File: src/rtl/rr_ring_arbiter.sv
// Four-requester round-robin arbiter with a rotating one-hot priority pointer.
// An owner holds its grant for at most QUANTUM cycles before losing it.
module rr_ring_arbiter #(
  parameter int QUANTUM = 4
) (
  input  logic       clk,
  input  logic       reset,
  input  logic [3:0] req,
  output logic [3:0] grant,
  output logic [3:0] ptr,
  output logic       busy,
  output logic       expire
);

  localparam int CW = (QUANTUM > 1) ? $clog2(QUANTUM) : 1;
  localparam logic [CW-1:0] LAST = CW'(QUANTUM - 1);

  typedef enum logic {
    IDLE = 1'b0,
    OWN  = 1'b1
  } state_t;

  state_t        state;
  logic [CW-1:0] cnt;

  logic [3:0] nptr;
  logic [3:0] cand;
  logic [3:0] sel_idle;
  logic [3:0] sel_rel;
  logic       vol;
  logic       xp;
  logic       rel;

  // First set bit of r, scanning upward from the one-hot position p.
  function automatic logic [3:0] pick(
    input logic [3:0] p,
    input logic [3:0] r
  );
    logic [3:0] c;
    logic [3:0] g;
    c = p;
    g = '0;
    for (int k = 0; k < 4; k++) begin
      if (g == '0 && (c & r) != '0)
        g = c;
      c = {c[2:0], c[3]};
    end
    return g;
  endfunction

  // Release detection and candidate selection for the next edge.
  always_comb begin
    nptr     = {grant[2:0], grant[3]};
    vol      = (req & grant) == '0;
    xp       = !vol && (cnt == LAST);
    rel      = vol || xp;
    // The owner never competes at its own release edge.
    cand     = req & ~grant;
    sel_idle = pick(ptr, req);
    sel_rel  = pick(nptr, cand);
  end

  // Arbitration FSM; all outputs registered.
  always_ff @(posedge clk) begin
    if (reset) begin
      state  <= IDLE;
      grant  <= 4'b0000;
      ptr    <= 4'b0001;
      cnt    <= '0;
      busy   <= 1'b0;
      expire <= 1'b0;
    end else begin
      expire <= 1'b0;
      unique case (state)
        IDLE: begin
          if (req != '0) begin
            grant <= sel_idle;
            busy  <= 1'b1;
            cnt   <= '0;
            state <= OWN;
          end
        end
        OWN: begin
          if (rel) begin
            ptr    <= nptr;
            expire <= xp;
            cnt    <= '0;
            if (cand != '0) begin
              grant <= sel_rel;
            end else begin
              grant <= 4'b0000;
              busy  <= 1'b0;
              state <= IDLE;
            end
          end else begin
            cnt <= cnt + 1'b1;
          end
        end
        default: begin
          state <= IDLE;
          grant <= 4'b0000;
          busy  <= 1'b0;
        end
      endcase
    end
  end

endmodule

File: config.mk
export PLATFORM = sky130hd
export DESIGN_NAME = rr_ring_arbiter
export DESIGN_NICKNAME = d
export VERILOG_FILES = /design/src/rtl/rr_ring_arbiter.sv
export SDC_FILE = /design/constraint.sdc
export NUM_CORES = 1
export LEC_CHECK = 0
export ABC_AREA = 0
export CORE_AREA = 2 2 52 44
export CTS_BUF_LIST = sky130_fd_sc_hd__clkbuf_16
export DETAILED_ROUTE_END_ITERATION = 12
export DIE_AREA = 0 0 54 46
export DONT_BUFFER_PORTS = 1
export PLACE_DENSITY = 0.74
export SYNTH_ARGS = -nofsm -noshare
export SYNTH_HDL_FRONTEND = slang
export SYNTH_SLANG_ARGS = --single-unit
File: constraint.sdc
create_clock -name clk -period 5.5 [get_ports clk]
set_input_delay 1.1 -clock clk [delete_from_list [all_inputs] [get_ports clk]]
set_output_delay 1.1 -clock clk [all_outputs]
set_load 0.01 [all_outputs]
==> flow_summary.json <==
{
  "r2r_start": "grant[3]",
  "worst-r2r-cell-count": 6,
  "avgSynthCellArea_sq_um": 7.92,
  "clock-sinks": 13,
  "clk_pin_slew_ns": 0.04,
  "finalNetCount": 140,
  "ys_top_cells_by_count": "dfxtp_1, nor2_1, buf_2, nand2_1",
  "slew_headroom": 0.440,
  "clock_latency_ns": 0.24,
  "required_ns": 5.63,
  "die_h_um": 46,
  "layout.cells.non_filler": 157,
  "power_mw": 0.444,
  "ant_nets": 0,
  "avgRoutedWirePerCell_um": 18.0,
  "n_antenna_cell": 0,
  "power_density_nw_per_um2": 378,
  "hp-start": "cnt[1]",
  "wirelength_um": 2820,
  "hold_class": "reg -> reg",
  "worstSetupStartpointType": "primary input",
  "place_hpwl_um": 1970,
  "worst-setup-path-type": "in -> reg",
  "syn-instance-count": 144,
  "critPathMaxFanout": 12,
  "crit_arrival_ns": 2.77,
  "end_kind": "flip-flop",
  "synth_edf_count": 0,
  "postCtsSetupBuffers": 0,
  "syn-num-nets": 151,
  "n_fill_cell": 182,
  "cts_resized": 0,
  "rows": 15,
  "netlist_area_sq_um": 1140,
  "track_usage": 0.238,
  "dieArea_sq_um": 2480,
  "die_width_um": 54,
  "cts_tree": "yes",
  "holdPathStages": 2,
  "power_leakage_nw": 0.424,
  "grt_pass1_vias": 945,
  "io_pins": 16,
  "seq_area_sq_um": 260,
  "fmax_mhz": 379,
  "synth_area_leader_cell": "dfxtp_1",
  "hold_buffers": 0,
  "antenna_found_initial": 0,
  "fin_hold_ws_ns": 0.522,
  "fin_crit_sh": 0.480,
  "htreeDepth": 1,
  "synth_ff_type": "dfxtp_1",
  "clockBufferDepth": 2,
  "root_buffer": "clkbuf_16",
  "multi_input_area_sq_um": 795,
  "clock_skew_ns": 0.00158,
  "gr-total-overflow": 0,
  "ys.warnings.count": 0,
  "synth_top_area_frac": 0.228,
  "cts_buffers": 3,
  "status": "finished clean",
  "setup_tns_ns": 0,
  "port_buffers": 0,
  "reg2reg_slack_ns": 3.16,
  "drive_above_1_share": 0.0606,
  "synth_cell_types": 50,
  "drc": 0,
  "finalHoldViolCount": 0,
  "async_flop_share": 0,
  "viasPerCell": 7.33,
  "drt-initial-drc-count": 47,
  "start_util": 0.562,
  "maxCapViolations": 0,
  "coreArea_sq_um": 2030,
  "drtPass1Iterations": 4,
  "synth-seq-cells": 13,
  "synthTopCellsByArea": "dfxtp_1, mux2i_1, a22oi_1",
  "area_delta_synth_final_pct": 2.85,
  "setup_viol": 0,
  "reg2reg_to": "grant[1]",
  "finalCriticalPeriod_ns": 2.64,
  "rsz0062_at_grt": "no",
  "holdPathEnd": "cnt[1]",
  "ys_seq_area_frac": 0.228,
  "grt_pass1_wl_um": 4260,
  "vias": 1151,
  "place_inst": 153,
  "slew_viol_final": 0,
  "gp_congestion": 0.816,
  "tightest_slew_ns": 0.841,
  "peakVddDrop_mv": 0.209,
  "grt_max_degree": 15
}
final cells by class:
| cell class | count | share of cell area |
|---|---|---|
| clock buffer | 3 | 0.0640 |
| clock inverter | 1 | 0.00320 |
| inverter | 2 | 0.00640 |
| multi-input combinational | 113 | 0.678 |
| sequential | 13 | 0.222 |
| tap | 25 | 0.0267 |
metrics by stage:
stage	instance area [sq um]	utilization	worst slack, ns
2_1_floorplan	1140	-	2.74
3_3_place_gp	1090	0.540	2.73
3_5_place_dp	1090	0.540	2.65
4_1_cts	1170	0.578	2.90
5_1_grt	1170	0.578	2.76
6_report	1170	0.578	2.86
cell families after synthesis:
kind of cell,share of synthesized area
flip-flops,0.228
adder cells (fa/ha/maj),0.0110
buffers and inverters,0.0747
multiplexers,0.0615
AO/OA/AOI/OAI,0.383
AND/OR/NAND/NOR,0.242
sequential cells by signal, summed over array words and instances, names as in the netlist:
signal  cells
ptr         4
state       1
cnt         2
grant       4
busy        1
expire      1
how the worst max path moves through the flow:
stage	endpoint	from	slack (ns)	depth (start not counted)
2_1_floorplan	grant[1]	req[1]	2.74	7
3_3_place_gp	grant[1]	req[3]	2.73	6
3_5_place_dp	grant[1]	req[3]	2.65	6
4_1_cts	grant[1]	req[3]	2.90	6
5_1_grt	grant[1]	req[3]	2.76	6
6_report	grant[1]	req[3]	2.86	6
worst max-delay path, cell delays in order:
cell	delay, ns
a221o_1	0.32
a222oi_1	0.60
o311a_1	0.29
nor4b_2	0.07
and3_1	0.19
o221a_1	0.20
metal layers:
| metal | share of wire | GRT usage | routed length [um] |
|---|---|---|---|
| met1 | 0.43 | 0.289 | 1210 |
| met2 | 0.49 | 0.415 | 1380 |
| met3 | 0.059 | 0.0329 | 167 |
| met4 | 0.023 | 0.105 | 66 |
| met5 | 0 | 0 | 0 |
layout by cell type (no fill, tap or decap), types with 2 or more instances in the layout:
cell type,n
a211oi_1,4
a21oi_1,6
a221o_1,2
a22o_1,3
a22oi_1,7
a311o_1,3
a31oi_1,3
and3_1,2
clkbuf_16,3
dfxtp_1,13
inv_1,3
mux2i_1,7
nand2_1,8
nand2b_1,5
nand3b_1,4
nand4_1,3
nor2_1,13
nor2b_1,3
o211ai_1,4
o21a_1,3
o21ai_0,5
o21bai_1,2
or2_1,2
where the power goes:
group	switching [mW]	internal (mW)
clock	0.0383	0.0957
combinational	0.0839	0.0724
sequential	0.0458	0.107
total	0.168	0.276
(Power assumes the default switching activity.)
